**src/rtl/inst_loop_ctrl.sv**
```systemverilog
// Loop-aware instruction sequencer: PC stream with up to three nested loops.
// Optional run-cycle counter enabled by INST_LOOP_CTRL_PERF_CNT_EN.
module inst_loop_ctrl #(
    parameter int unsigned InstMemDepth     = 32,
    parameter int unsigned InstMemAddrWidth = $clog2(InstMemDepth),
    parameter int unsigned PerfCntWidth     = 32
) (
    input  logic                        clk_i,
    input  logic                        rst_ni,
    input  logic                        start_i,
    input  logic                        clr_i,
    input  logic                        stall_i,
    input  logic [1:0]                  loop_mode_i,
    input  logic [InstMemAddrWidth-1:0] jump_addr1_i,
    input  logic [InstMemAddrWidth-1:0] jump_addr2_i,
    input  logic [InstMemAddrWidth-1:0] jump_addr3_i,
    input  logic [InstMemAddrWidth-1:0] end_addr1_i,
    input  logic [InstMemAddrWidth-1:0] end_addr2_i,
    input  logic [InstMemAddrWidth-1:0] end_addr3_i,
    input  logic [InstMemAddrWidth-1:0] count1_i,
    input  logic [InstMemAddrWidth-1:0] count2_i,
    input  logic [InstMemAddrWidth-1:0] count3_i,
    output logic [InstMemAddrWidth-1:0] pc_o,
    output logic                        inst_valid_o,
    output logic                        busy_o,
    output logic                        done_o,
    output logic [PerfCntWidth-1:0]     perf_cycles_o
);

    localparam int unsigned AW = InstMemAddrWidth;
    localparam logic [0:0] StIdle = 1'b0;
    localparam logic [0:0] StRun  = 1'b1;
    localparam logic [AW-1:0] LastAddr = AW'(InstMemDepth - 1);

    typedef logic [2:0][AW-1:0] triple_t;

    logic [0:0]    state_q, state_d;
    logic [AW-1:0] pc_q, pc_d;
    logic [1:0]    mode_q, mode_d;
    triple_t       iter_q, iter_d;
    triple_t       jump_q, jump_d;
    triple_t       end_q, end_d;
    triple_t       cnt_q, cnt_d;
    logic          done_q, done_d;
    logic          jumped;
    logic [1:0]    last_k;

    // A count of zero runs the body once, same as a count of one.
    function automatic logic [AW-1:0] last_iter(input logic [AW-1:0] c);
        return (c == '0) ? '0 : c - 1'b1;
    endfunction

    assign last_k = (mode_q == 2'd0) ? 2'd0 :
                    (mode_q == 2'd1) ? 2'd1 : 2'd2;

    always_comb begin
        state_d = state_q;
        pc_d    = pc_q;
        mode_d  = mode_q;
        iter_d  = iter_q;
        jump_d  = jump_q;
        end_d   = end_q;
        cnt_d   = cnt_q;
        done_d  = 1'b0;
        jumped  = 1'b0;
        if (clr_i) begin
            state_d = StIdle;
            pc_d    = '0;
            iter_d  = '0;
        end else if (state_q == StIdle) begin
            if (start_i) begin
                state_d = StRun;
                pc_d    = '0;
                iter_d  = '0;
                mode_d  = loop_mode_i;
                jump_d  = {jump_addr3_i, jump_addr2_i, jump_addr1_i};
                end_d   = {end_addr3_i, end_addr2_i, end_addr1_i};
                cnt_d   = {count3_i, count2_i, count1_i};
            end
        end else if (!stall_i) begin
            // Innermost first; an exhausted loop passes control outward.
            for (int k = 0; k < 3; k++) begin
                if (!jumped && k <= int'(last_k) && pc_q == end_q[k]) begin
                    if (iter_q[k] != last_iter(cnt_q[k])) begin
                        iter_d[k] = iter_q[k] + 1'b1;
                        pc_d      = jump_q[k];
                        jumped    = 1'b1;
                    end else begin
                        iter_d[k] = '0;
                    end
                end
            end
            if (!jumped) begin
                if (pc_q == end_q[last_k]) begin
                    state_d = StIdle;
                    done_d  = 1'b1;
                    pc_d    = '0;
                    iter_d  = '0;
                end else begin
                    pc_d = (pc_q == LastAddr) ? '0 : pc_q + 1'b1;
                end
            end
        end
    end

    always_ff @(posedge clk_i or negedge rst_ni) begin
        if (!rst_ni) begin
            state_q <= StIdle;
            pc_q    <= '0;
            mode_q  <= '0;
            iter_q  <= '0;
            jump_q  <= '0;
            end_q   <= '0;
            cnt_q   <= '0;
            done_q  <= 1'b0;
        end else begin
            state_q <= state_d;
            pc_q    <= pc_d;
            mode_q  <= mode_d;
            iter_q  <= iter_d;
            jump_q  <= jump_d;
            end_q   <= end_d;
            cnt_q   <= cnt_d;
            done_q  <= done_d;
        end
    end

    assign pc_o         = pc_q;
    assign inst_valid_o = (state_q == StRun);
    assign busy_o       = (state_q == StRun);
    assign done_o       = done_q;

`ifdef INST_LOOP_CTRL_PERF_CNT_EN
    logic [PerfCntWidth-1:0] perf_q;

    always_ff @(posedge clk_i or negedge rst_ni) begin
        if (!rst_ni) begin
            perf_q <= '0;
        end else if (clr_i) begin
            perf_q <= '0;
        end else if (state_q == StIdle && start_i) begin
            perf_q <= '0;
        end else if (state_q == StRun && perf_q != '1) begin
            perf_q <= perf_q + 1'b1;
        end
    end

    assign perf_cycles_o = perf_q;
`else
    assign perf_cycles_o = '0;
`endif

endmodule

```
**config.mk**
```make
export PLATFORM = sky130hd
export DESIGN_NAME = inst_loop_ctrl
export DESIGN_NICKNAME = d
export VERILOG_FILES = /design/src/rtl/inst_loop_ctrl.sv
export SDC_FILE = /design/constraint.sdc
export NUM_CORES = 1
export LEC_CHECK = 0
export CORE_MARGIN = 5
export CORE_UTILIZATION = 45
export DETAILED_ROUTE_END_ITERATION = 12
export GPL_TIMING_DRIVEN = 0
export PLACE_DENSITY = 0.77
export SYNTH_ARGS = -nofsm -noshare
export SYNTH_HDL_FRONTEND = slang
export SYNTH_SLANG_ARGS = --single-unit
export TNS_END_PERCENT = 100
```
**constraint.sdc**
```tcl
create_clock -name clk_i -period 7.9 [get_ports clk_i]
set_clock_uncertainty 0.15 [all_clocks]
set_input_delay 0.79 -clock clk_i [delete_from_list [all_inputs] [get_ports clk_i]]
set_output_delay 0.79 -clock clk_i [all_outputs]
set_load 0.01 [all_outputs]
```
Word level (Yosys, flattened, before mapping). Index checks and enable logic that the tools add are counted.

Bits in registers: 69. Output and inout bits: 40. Logic and storage cells: 109.

Add/subtract/negate cells: 7. Order comparisons: 3. Equality and inequality tests: 10. Mux-type cells: 58. Bitwise logic cells: 2. Reductions and logical operators: 13.

Operators by type and width (count): $mux W5 (23); $mux W15 (6); $mux W1 (26); $add A5 B1 Y5 const B (4); $eq A5 B5 Y1 (4); $logic_not A5 Y1 (3); $ne A5 B5 Y1 (3); $sub A5 B1 Y5 const B (3); $bmux W5 S2 (1); $eq A5 B5 Y1 const B (1); $logic_and A1 B1 Y1 (4); $mux W2 (2); $lt A2 B3 Y1 const B (1); $ne A3 B3 Y1 const B (1); $reduce_and A3 Y1 (1); $reduce_bool A3 Y1 (1); $eq A2 B1 Y1 const B (1); $le A1 B2 Y1 const A (1); $le A2 B2 Y1 const A (1); $logic_not A1 Y1 (2); $logic_not A2 Y1 (1); $not A1 Y1 (2); $reduce_and A2 Y1 (1).

Depth between registers and ports, before layout. Gate-level depths: netlist of run 1.

Depth in word-level cells: 26. Mapped depth: 10.

Least setup slack after synthesis of run 1. No wires, ideal clock.

Path type: register to register. Start point: register cnt_q[5] (netlist name). End point: register iter_q[0] (netlist name). Setup time: 0.131 ns. Arrival time: 2.394 ns. Data required time: 7.619 ns. Slack: 5.225 ns. Cell stages (with the launch flop): 11. Buffers on the path: 1. Cell sequence: dfrtp_1 -> inv_1 -> ha_1 -> and2_1 -> o21ai_0 -> a32oi_1 -> o41ai_2 -> o221ai_2 -> o21ai_1 -> buf_4 -> o211ai_1.

Word-level cells in the longest chain between the ends: 19. Elaborated cells on any way between the ends: 21. Classes of those cells: add/sub: 1; eq/ne: 1; mux: 15; reduce/logical: 4.

Ends and longest elaborated chain: start, declared (RTL line 43) `triple_t cnt_q, cnt_d;`; start signal, assigned (RTL line 123) `cnt_q <= cnt_d;`; $sub A5 B1 Y5 or $logic_not A5 Y1 (tied branches) (RTL line 50) `return (c == '0) ? '0 : c - 1'b1;`; $mux W5 * (RTL line 50); $ne A5 B5 Y1 * (RTL line 84) `if (iter_q[k] != last_iter(cnt_q[k])) begin`; $mux W1 * (RTL line 84); $mux W1 * (RTL line 83) `if (!jumped && k <= int'(last_k) && pc_q == end_q[k]) begin`; $mux W1 * (RTL line 80) `end else if (!stall_i) begin`; $mux W1 * (RTL line 70) `end else if (state_q == StIdle) begin`; $mux W1 * (RTL line 66) `if (clr_i) begin`; [... 3 more ...]; $mux W1 * (RTL line 83); $mux W1 * (RTL line 80); $mux W1 * (RTL line 70); $mux W1 * (RTL line 66); $mux W15 * (RTL line 93) `if (!jumped) begin`; $mux W15 * (RTL line 80); $mux W15 * (RTL line 70); $mux W15 * (RTL line 66); end signal, assigned (RTL line 120) `iter_q <= iter_d;`; end, declared (RTL line 40) `triple_t iter_q, iter_d;`.

Every way passes the cells marked *; elsewhere a longest branch is shown, timed or not. The select of a mux whose other input is x is not followed. A chain may end at the register's enable or synchronous reset.

Final worst setup path of run 1.
Start point: register cnt_q[5] (netlist name). End point: register iter_q[10] (netlist name).

Word-level cells in the longest chain between the ends: 19. Elaborated cells on any way between the ends: 23. Classes of those cells: add/sub: 1; eq/ne: 1; mux: 17; reduce/logical: 4.

Ends and longest elaborated chain (RTL line): $sub A5 B1 Y5 or $logic_not A5 Y1 (tied branches) (50); $mux W5 * (50); $ne A5 B5 Y1 * (84); $mux W1 * (84); $mux W1 * (83); $mux W1 * (80); $mux W1 * (70); $mux W1 * (66); [... 3 more ...]; $mux W1 (83); $mux W1 (80); $mux W1 (70); $mux W1 (66); $mux W15 * (93); $mux W15 * (80); $mux W15 * (70); $mux W15 * (66).

Marked as above.

==> run summary, run 1 <==
- startpoint of the most critical register-to-register path: cnt_q[5]$_DFFE_PN0P_
- Worst-Skew Late Latency: 0.35 ns
- slew at the pin with the worst max-slew slack: 1.30 ns
- CTS H-Tree Depth: 3
- Max Fanout on Critical Path: 9
- total count of hold-check failures in the final report: 0
- met2 Resource Use GR: 34.0%
- worst-case reg-to-reg path depth: 9
- Async S/R FF share, synth: 100%
- number of DRC markers in iteration 0: 224
- clock tree from TritonCTS: yes
- unrepaired setup endpoints after global routing: false
- Required @ worst endpoint: 7.95 ns
- launching element type of the critical path: flip-flop
- number of gates given a new drive strength after cts: 0
- Peak VDD IR: 0.115 mV
- vias in the first global route: 3804
- count leader, synth: sky130_fd_sc_hd__dfrtp_1
- root buffer cell: sky130_fd_sc_hd__clkbuf_8
- TritonCTS Buffers: 9
- total detailed-routing wirelength: 10.9 mm
- DRC violation count after routing: 0
- Bufs on Longest Clock Path: 2
- effective utilization at floorplan: 46.7%
- post-route setup TNS: 0 ns
- count of input and output buffers: 59
- WHS: 0.360 ns
- standard-cell rows: 35
- Worst EP arrival: 3.49 ns
- Global Route met1 Usage: 23.6%
- total of fill cells in the finished design: 821
- routed wire length per instance: 16.1 um
- worst setup slack after placement: 4.45 ns
- vertical die dimension: 108 um
- IO Pins: 92
- Maximum Capacitance Violations: 0
- netlist area before placement: 0.00435 mm^2
- DRT Pass-1 Iters: 5
- leading register cell type out of synthesis: sky130_fd_sc_hd__dfrtp_1
- power per standard cell area: 199 mW/mm^2
- post-synth cell types: 53
- DIE AREA: 0.0117 mm^2
- global-route met3 utilization: 3.70%
- cell leakage power: 2.36 nW
- Max Fclk: 291 MHz
- reg-to-reg endpoint: iter_q[10]$_DFFE_PN0P_
- kind of capture point of the worst setup path: flip-flop
- count of mapped cells out of synthesis: 443
- RePlAce Congestion: 0.860
- Hold WC Path Type: reg2reg
- wire length of the first global-routing pass: 18.1 mm
- synthesized area per cell: 9.82 um^2
- growth of design area from synthesis to finish: 25.2%
- setup slack, reg-to-reg: 4.46 ns
- initial antenna violation count: 0
- number of antenna diodes: 0
- post-route fraction of the period consumed by the critical path: 43.6%
- dpl cell area: 0.00522 mm^2
- run status: complete, no violations
- tightest slew margin relative to the limit: 12.9%
- post-synthesis sequential area ratio: 39.7%
- GRT Overall Usage: 19.4%
- clock sink total: 69
- number of enable-type register cells in the synthesized netlist: 0
- via density per instance: 5.48
- post-layout minimum cycle time: 3.44 ns
- number of warning messages in the yosys log: 0
- antenna-violating nets left: 0
- number of standard cells in the final layout excluding fillers: 678
- total placed cells including tap cells: 662
- CTS clk-pin slew, worst paths: 0.08 ns
- routed vias: 3717
- worst setup path start: cnt_q[5]$_DFFE_PN0P_
- ranking of synthesized cells by area: sky130_fd_sc_hd__dfrtp_1 40%, sky130_fd_sc_hd__mux2_2 10%, sky130_fd_sc_hd__buf_4 5.9%, sky130_fd_sc_hd__o21ai_0 3.8%, sky130_fd_sc_hd__xor2_1 2.8%
- global-route layer with the greatest usage: met2
- list of most frequent post-synthesis cells: 69 x sky130_fd_sc_hd__dfrtp_1, 40 x sky130_fd_sc_hd__mux2_2, 34 x sky130_fd_sc_hd__buf_4
- half-perimeter wire length after placement: 7.96 mm
- library cell with the largest summed area after synthesis: sky130_fd_sc_hd__dfrtp_1
- Yosys top cell area share: 39.7%
- setup ws final: 4.46 ns
- maximum number of pins on one net before global-route repair: 70
- Final nets: 604
- GRT overflow: 0
- setup violation total in the final timing report: 0
- Core Box Area: 0.00933 mm^2
- layout cell share with drive strength beyond 1: 19.5%
- Horiz. Die Dim: 108 um
- end of the critical path: iter_q[10]$_DFFE_PN0P_
- fin. max-slew vios: 0
- number of register bits inferred by synthesis: 69
- final non-filler cell area: 0.00545 mm^2
- # Post-CTS Setup Buffers: 0
- Crit Path Category: reg2reg
- number of buffers inserted for hold repair after clock tree synthesis: 0
## registers in the layout, summed over array words and instances, names as in the netlist
name / cells
done_o: 1
pc_o: 5
busy_o: 1
cnt_q: 15
jump_q: 15
end_q: 15
mode_q: 2
iter_q: 15
## cell usage in the layout (no fill, tap or decap), types with 9 or more instances in the layout
cell,instances
sky130_fd_sc_hd__clkbuf_8,11
sky130_fd_sc_hd__clkbuf_1,13
sky130_fd_sc_hd__buf_4,35
sky130_fd_sc_hd__nand3_1,12
sky130_fd_sc_hd__a22oi_1,9
sky130_fd_sc_hd__nor2_1,12
sky130_fd_sc_hd__conb_1,32
sky130_fd_sc_hd__inv_1,10
sky130_fd_sc_hd__xor2_1,14
sky130_fd_sc_hd__dfrtp_1,69
sky130_fd_sc_hd__xnor2_1,11
sky130_fd_sc_hd__mux2_2,40
sky130_fd_sc_hd__clkdlybuf4s50_1,58
sky130_fd_sc_hd__nand2_1,32
sky130_fd_sc_hd__o21ai_0,33
sky130_fd_sc_hd__and3_1,9
sky130_fd_sc_hd__nor3_1,10
sky130_fd_sc_hd__nor2b_1,12
## how the worst min path moves through the flow
stage / start / depth (start not counted) / to / slack [ns]
finish: jump_q[12]$_DFFE_PN0P_ / 1 / jump_q[12]$_DFFE_PN0P_ / 0.36
global route: jump_q[1]$_DFFE_PN0P_ / 1 / jump_q[1]$_DFFE_PN0P_ / 0.37
CTS: jump_q[12]$_DFFE_PN0P_ / 1 / jump_q[12]$_DFFE_PN0P_ / 0.36
detailed placement: jump_q[14]$_DFFE_PN0P_ / 1 / jump_q[14]$_DFFE_PN0P_ / 0.35
global placement: jump_q[12]$_DFFE_PN0P_ / 1 / jump_q[12]$_DFFE_PN0P_ / 0.34
floorplan: jump_q[14]$_DFFE_PN0P_ / 1 / jump_q[14]$_DFFE_PN0P_ / 0.32
## routing by layer
layer	vias up	share of wire [%]	wire length [um]
li1	1750	-	-
met1	1774	40	4420
met4	0	2.6	282
met5	-	0	0
met2	168	50	5440
met3	25	7.4	810
## through the flow
| stage | utilization, % | power [W] |
|---|---|---|
| finish | 58.4 | 0.00109 |
| global route | 58.4 | 0.00114 |
| CTS | 58.4 | 0.00109 |
| detailed placement | 55.9 | 0.000751 |
| global placement | 56.0 | 0.000738 |
| floorplan | - | 0.000658 |
## layout make-up
class / instances / area [um^2] / area share (%)
tap: 129 / 161 / 2.96
multi-input combinational: 339 / 2350 / 43.1
inverter: 10 / 37.5 / 0.689
buffer: 56 / 353 / 6.47
clock inverter: 5 / 81.3 / 1.49
clock buffer: 11 / 151 / 2.78
sequential: 69 / 1730 / 31.7
timing repair buffer: 59 / 588 / 10.8
## critical path: stages, from the launching register on
cell and delay (ns):
sky130_fd_sc_hd__dfrtp_1 0.39, sky130_fd_sc_hd__inv_1 0.07, sky130_fd_sc_hd__ha_1 0.25, sky130_fd_sc_hd__and2_1 0.16
sky130_fd_sc_hd__o21ai_0 0.17, sky130_fd_sc_hd__a32oi_1 0.15, sky130_fd_sc_hd__o41ai_2 0.95, sky130_fd_sc_hd__o21ai_1 0.37
sky130_fd_sc_hd__o21ai_0 0.45, sky130_fd_sc_hd__a31oi_1 0.17
## power by group
| part | switching [W] | leakage [nW] | internal (W) |
|---|---|---|---|
| clock network | 0.000140 | 0.116 | 0.000196 |
| logic | 0.000143 | 1.38 | 0.000150 |
| registers | 0.0000519 | 0.862 | 0.000404 |
## cell families (layout without fill, tap and decap cells)
group           after synthesis  after routing  synth area share (%)
xor+xnor                     25             25                  5.03
flops                        69             69                  39.7
simple gates                133            133                  17.3
mux                          45             45                  11.5
fa+ha+maj                     8              8                  2.30
compound gates               96             96                  15.1
other cells                   1             32                0.0862
buf+inv                      66            141                  8.97
No activity file was read; power rests on OpenSTA's default activity.
==> run 2: changes to the inputs <==
clock period = 3.2 ns   (was 7.9 ns; I/O delays follow)
==> run 2 against run 1 <==
Setup slack got worse by 4.3 ns; highest routed layer unchanged; clock-buffer cell count unchanged; global-route usage fell by 0.051 points; critical endpoint is now pc_o[2]$_DFFE_PN0P_; sequential share of layout area fell by 0.75 points.
==> run summary, run 2 (synthesized netlist as in run 1, its figures left out) <==
- run status: complete, no violations
- post-route fraction of the period consumed by the critical path: 95.3%, +52 points
- sink of the worst hold path: jump_q[12]$_DFFE_PN0P_
- Bufs on Longest Clock Path: 2, unchanged
- half-perimeter wire length after placement: 7.96 mm, unchanged
- Final nets: 613, +1.5%
- Cell Chain, Critical Path: inv_1 -> ha_2 -> nor4b_4 -> or3_1 -> nand4_1 -> o41ai_4 -> buf_4 -> or4b_1 -> a22oi_1 -> o31ai_1
- post-layout minimum cycle time: 3.05 ns, -0.391 ns
- wire length of the first global-routing pass: 18.0 mm, -0.38%
- slew at the pin with the worst max-slew slack: 1.26 ns, -0.0313 ns
- worst-case reg-to-reg path depth: 10, +1
- Core Box Area: 0.00933 mm^2, unchanged
- highest-count cells in the layout ignoring fill and taps: 69 x sky130_fd_sc_hd__dfrtp_1, 58 x sky130_fd_sc_hd__clkdlybuf4s50_1, 43 x sky130_fd_sc_hd__buf_4
- via density per instance: 5.55, +1.2%
- setup violation total in the final timing report: 0, unchanged
- Max Fclk: 328 MHz, +13%
- CTS clk-pin slew, worst paths: 0.08 ns, about the same
- total count of hold-check failures in the final report: 0, unchanged
- routed wire length per instance: 16.3 um, +0.66%
- most common cell after layout, fill and taps aside: sky130_fd_sc_hd__dfrtp_1
- tightest slew margin relative to the limit: 15.0%, +2.1 points
- Maximum Capacitance Violations: 0, unchanged
- Horiz. Die Dim: 108 um, unchanged
- GRT overflow: 0, unchanged
- critical path depth in cells: 10, +1
- Max Fanout on Critical Path: 6, -3
- cell leakage power: 2.41 nW, +2.4%
- Worst-Skew Late Latency: 0.35 ns, about the same
- total of fill cells in the finished design: 803, -2.2%
- Required @ worst endpoint: 3.26 ns, -4.69 ns
- count of input and output buffers: 59, unchanged
- final non-filler cell area: 0.00558 mm^2, +2.4%
- setup ws final: 0.150 ns, -4.31 ns
- TritonCTS Buffers: 9, unchanged
- DRT Pass-1 Iters: 5, unchanged
- Crit Path Category: reg2reg
- root buffer cell: sky130_fd_sc_hd__clkbuf_8
- antenna-violating nets left: 0, unchanged
- clock tree from TritonCTS: yes
- worst setup slack after placement: -0.167 ns, -4.62 ns
- standard-cell rows: 35, unchanged
- growth of design area from synthesis to finish: 28.3%
- startpoint of the most critical register-to-register path: cnt_q[5]$_DFFE_PN0P_
- fin. max-slew vios: 0, unchanged
- number of antenna diodes: 0, unchanged
- Hold WC Path Type: reg2reg
- DIE AREA: 0.0117 mm^2, unchanged
- effective utilization at floorplan: 46.7%, unchanged
- layout cell share with drive strength beyond 1: 21.1%, +1.7 points
- DRC violation count after routing: 0, unchanged
- source of the worst hold timing path: jump_q[12]$_DFFE_PN0P_
- initial antenna violation count: 0, unchanged
- clock sink total: 69, unchanged
- worst stage delay on the critical path: 0.50 ns, -0.45 ns
- number of buffers and inverters on the critical path: 2, +1
- Peak VDD IR: 0.287 mV, +150%
- reg-to-reg endpoint: pc_o[2]$_DFFE_PN0P_
- CTS H-Tree Depth: 3, unchanged
- Min-Delay Path Depth: 1, unchanged
- setup slack, reg-to-reg: 0.15 ns, -4.31 ns
- Worst EP arrival: 3.11 ns, -0.38 ns
- total detailed-routing wirelength: 11.2 mm, +2.0%
- GRT Overall Usage: 19.4%, -0.051 points
- kind of capture point of the worst setup path: flip-flop
- RePlAce Congestion: 0.860, unchanged
- IO Pins: 92, unchanged
- dpl cell area: 0.00522 mm^2, unchanged
- number of DRC markers in iteration 0: 225, +0.45%
- vertical die dimension: 108 um, unchanged
- vias in the first global route: 3800, -0.11%
- maximum number of pins on one net before global-route repair: 70, unchanged
- launching element type of the critical path: flip-flop
- power per standard cell area: 490 mW/mm^2, +150%
- WHS: 0.360 ns, +0.000476 ns
- cell type of the slowest stage on the worst timing path: sky130_fd_sc_hd__o41ai_4
- Top Family by Delay on Critical Path: simple AND/OR/NAND/NOR gates
- routed vias: 3813, +2.6%
run 2: changes by cell type in the layout (fill, tap and decap cells not counted), sizes merged:
cell,delta
buf,+8
dlygate4sd3,+1
run 2: cell type report:
class	instances	area, um^2	area share, %
flip-flops and latches	69	1730	30.9
inverters	10	37.5	0.672
well taps	129	161	2.89
clock inverters	5	81.3	1.46
plain buffers	56	353	6.32
repair buffers	68	658	11.8
multi-input cells	339	2410	43.2
clock buffers	11	151	2.71
run 2: how the worst max path moves through the flow:
| stage | endpoint | start |
|---|---|---|
| finish | pc_o[2]$_DFFE_PN0P_ | cnt_q[5]$_DFFE_PN0P_ |
| CTS | iter_q[0]$_DFFE_PN0P_ | cnt_q[10]$_DFFE_PN0P_ |
| detailed placement | iter_q[0]$_DFFE_PN0P_ | cnt_q[5]$_DFFE_PN0P_ |
| global route | iter_q[5]$_DFFE_PN0P_ | cnt_q[10]$_DFFE_PN0P_ |
| floorplan | iter_q[0]$_DFFE_PN0P_ | cnt_q[5]$_DFFE_PN0P_ |
| global placement | end_q[5]$_DFFE_PN0P_ | rst_ni |
run 2: worst register-to-register path: stages, from the launching register on:
cell and delay [ns]:
sky130_fd_sc_hd__dfrtp_1 0.41, sky130_fd_sc_hd__inv_1 0.09, sky130_fd_sc_hd__ha_2 0.22, sky130_fd_sc_hd__nor4b_4 0.25, sky130_fd_sc_hd__or3_1 0.14, sky130_fd_sc_hd__nand4_1 0.17, sky130_fd_sc_hd__o41ai_4 0.50, sky130_fd_sc_hd__buf_4 0.23
sky130_fd_sc_hd__or4b_1 0.43, sky130_fd_sc_hd__a22oi_1 0.23, sky130_fd_sc_hd__o31ai_1 0.11
run 2: repair_timing:
item,in CTS,in global routing
endpoints found under the hold margin,69,0
setup buffers,0,8
resized for setup,3,5
cloned,0,0
pin swaps,0,4
setup endpoints to repair,14,22
hold buffers,1,0
run 2: stage by stage:
stage	utilization [%]	cells	setup TNS, ns	power [W]
2_1_floorplan	-	474	0	0.00162
3_3_place_gp	56.0	662	-45.57	0.00182
3_5_place_dp	55.9	662	-1.55	0.00185
4_1_cts	58.8	679	0	0.00270
5_1_grt	59.8	687	-0.00245	0.00288
6_report	59.8	687	0	0.00274
run 2: layer usage:
metal  GRT usage (%)  vias to the layer above  wire length [um]
met3            3.70                       32               772
met2            33.7                      186              5550
li1                -                     1771                 -
met1            23.6                     1824              4520
met4            7.75                        0               318
met5               0                        -                 0
run 2: where the power goes:
group | total (W) | switching [W] | internal [W] | leakage, nW
combinational | 0.000775 | 0.000376 | 0.000399 | 1.44
sequential | 0.00113 | 0.000137 | 0.000998 | 0.862
clock | 0.000828 | 0.000345 | 0.000483 | 0.116
total | 0.00274 | 0.000858 | 0.00188 | 2.41
==> run 3: changes to the inputs <==
CORE_ASPECT_RATIO = 1.5   (was default)
==> run 3 against run 2 <==
Fmax up 1.5%; critical path depth up 1; worst hold slack lost 0.0071 ns; die area is 0.34% higher; first-iteration DRC count increased by 16%; clock power up 8.8%; largest power group unchanged.
==> run summary, run 3 (synthesized netlist as in run 1, its figures left out) <==
- maximum number of pins on one net before global-route repair: 70, unchanged
- slew at the pin with the worst max-slew slack: 1.15 ns, -0.112 ns
- DIE AREA: 0.0118 mm^2, +0.34%
- GRT Overall Usage: 18.2%, -1.2 points
- tightest slew margin relative to the limit: 22.6%, +7.5 points
- launching element type of the critical path: flip-flop
- Core Box Area: 0.00958 mm^2, +2.7%
- routed vias: 3752, -1.6%
- Hold WC Path Type: reg2reg
- Crit Path Category: reg2reg
- wire length of the first global-routing pass: 17.2 mm, -4.4%
- initial antenna violation count: 0, unchanged
- worst setup path start: cnt_q[0]$_DFFE_PN0P_
- root buffer cell: sky130_fd_sc_hd__clkbuf_16
- post-route fraction of the period consumed by the critical path: 93.9%, -1.4 points
- Worst-Skew Late Latency: 0.33 ns, -0.02 ns
- worst-case reg-to-reg path depth: 11, +1
- growth of design area from synthesis to finish: 27.6%
- vertical die dimension: 130 um, +20%
- count of input and output buffers: 59, unchanged
- kind of capture point of the worst setup path: flip-flop
- number of antenna diodes: 0, unchanged
- Required @ worst endpoint: 3.26 ns, about the same
- Horiz. Die Dim: 90.3 um, -17%
- number of DRC markers in iteration 0: 262, +16%
- post-layout minimum cycle time: 3.01 ns, -0.0449 ns
- total of fill cells in the finished design: 850, +5.9%
- Worst EP arrival: 3.07 ns, -0.04 ns
- antenna-violating nets left: 0, unchanged
- WHS: 0.353 ns, -0.00712 ns
- fin. max-slew vios: 0, unchanged
- Final nets: 608, -0.82%
- layout cell share with drive strength beyond 1: 20.0%, -1.2 points
- effective utilization at floorplan: 45.4%, -1.2 points
- standard-cell rows: 44, +26%
- DRT Pass-1 Iters: 5, unchanged
- Bufs on Longest Clock Path: 2, unchanged
- Layout Utilization: 58.0%, -1.9 points
- TritonCTS Buffers: 9, unchanged
- unrepaired setup endpoints after global routing: false
- Max Fclk: 333 MHz, +1.5%
- setup violation total in the final timing report: 0, unchanged
- DRC violation count after routing: 0, unchanged
- vias in the first global route: 3636, -4.3%
- run status: complete, no violations
- half-perimeter wire length after placement: 8.16 mm, +2.5%
- Peak VDD IR: 0.423 mV, +48%
- GRT overflow: 0, unchanged
- total detailed-routing wirelength: 10.8 mm, -3.0%
- Maximum Capacitance Violations: 0, unchanged
- cell leakage power: 2.40 nW, -0.52%
- CTS H-Tree Depth: 3, unchanged
- most common cell after layout, fill and taps aside: sky130_fd_sc_hd__dfrtp_1
- power per standard cell area: 501 mW/mm^2, +2.2%
- setup slack, reg-to-reg: 0.19 ns, +0.04 ns
- end of the critical path: pc_o[0]$_DFFE_PN0P_
- via density per instance: 5.63, +1.5%
- clock tree from TritonCTS: yes
- IO Pins: 92, unchanged
- reg-to-reg endpoint: pc_o[0]$_DFFE_PN0P_
- highest-count cells in the layout ignoring fill and taps: 69 x sky130_fd_sc_hd__dfrtp_1, 58 x sky130_fd_sc_hd__clkdlybuf4s50_1, 40 x sky130_fd_sc_hd__mux2_2
- CTS clk-pin slew, worst paths: 0.06 ns, -0.02 ns
- startpoint of the most critical register-to-register path: cnt_q[0]$_DFFE_PN0P_
- RePlAce Congestion: 0.875, +1.7%
- routed wire length per instance: 16.3 um, about the same
- clock sink total: 69, unchanged
- Max Fanout on Critical Path: 9, +3
- total count of hold-check failures in the final report: 0, unchanged
run 3: changes by cell type in the layout (fill, tap and decap cells not counted), sizes merged:
| cell | delta |
|---|---|
| buf | -5 |
| bufinv | -2 |
| clkbuf | +1 |
| clkinv | +1 |
| clkinvlp | -1 |
| inv | -1 |
run 3: cell type report:
type | count | area (um^2) | area share, %
Timing Repair Buffer | 63 | 621 | 11.2
Buffer | 56 | 353 | 6.36
Inverter | 10 | 37.5 | 0.676
Tap cell | 115 | 144 | 2.59
Sequential cell | 69 | 1730 | 31.1
Clock buffer | 12 | 256 | 4.62
Multi-Input combinational cell | 339 | 2400 | 43.3
Clock inverter | 2 | 10.0 | 0.180
run 3: worst min-delay path by stage:
stage,startpoint,end,cells after the start
2_1_floorplan,rst_ni,busy_o$_DFF_PN0_,0
3_3_place_gp,jump_q[14]$_DFFE_PN0P_,jump_q[14]$_DFFE_PN0P_,1
3_5_place_dp,rst_ni,cnt_q[13]$_DFFE_PN0P_,1
4_1_cts,jump_q[7]$_DFFE_PN0P_,jump_q[7]$_DFFE_PN0P_,1
5_1_grt,jump_q[7]$_DFFE_PN0P_,jump_q[7]$_DFFE_PN0P_,1
6_report,jump_q[7]$_DFFE_PN0P_,jump_q[7]$_DFFE_PN0P_,1
run 3: worst max-delay path, stage by stage, from the launching register on:
cell and delay, ns:
sky130_fd_sc_hd__dfrtp_1 0.40, sky130_fd_sc_hd__inv_1 0.08, sky130_fd_sc_hd__ha_1 0.23, sky130_fd_sc_hd__nor4b_2 0.34
sky130_fd_sc_hd__or3_1 0.17, sky130_fd_sc_hd__nand4_1 0.15, sky130_fd_sc_hd__or4_1 0.43, sky130_fd_sc_hd__buf_2 0.23
sky130_fd_sc_hd__a211oi_4 0.24, sky130_fd_sc_hd__buf_4 0.19, sky130_fd_sc_hd__nor2b_1 0.15, sky130_fd_sc_hd__o32ai_1 0.11
run 3: layer usage:
metal	vias to the layer above	share of wire (%)	global-route usage [%]
li1	1758	-	-
met1	1784	36	19.3
met2	175	53	33.2
met3	35	7.7	4.47
met4	0	3.9	9.64
met5	-	0	0
run 3: power by group:
part | internal (W) | leakage (nW) | switching, W
clock network | 0.000555 | 0.134 | 0.000347
registers | 0.00100 | 0.862 | 0.000134
logic | 0.000382 | 1.40 | 0.000366
run 3: what timing repair did:
item / in CTS / in global routing
pin swaps: 0 / 2
gates cloned: 0 / 0
setup endpoints to repair: 10 / 18
buffers inserted: 0 / 3
hold buffers: 1 / 0
hold endpoints to repair: 26 / 0
gates resized for setup: 3 / 4
run 3: through the flow:
stage	setup WS, ns	total power [W]	std cells	TNS [ns]	instance area (um^2)
4_1_cts	0.0541	0.00278	663	0	5510
2_1_floorplan	0.525	0.00162	474	0	4470
3_5_place_dp	-0.196	0.00186	648	-1.70	5200
3_3_place_gp	-0.587	0.00182	648	-40.63	5200
6_report	0.195	0.00278	666	0	5550
5_1_grt	0.00895	0.00293	666	0	5550
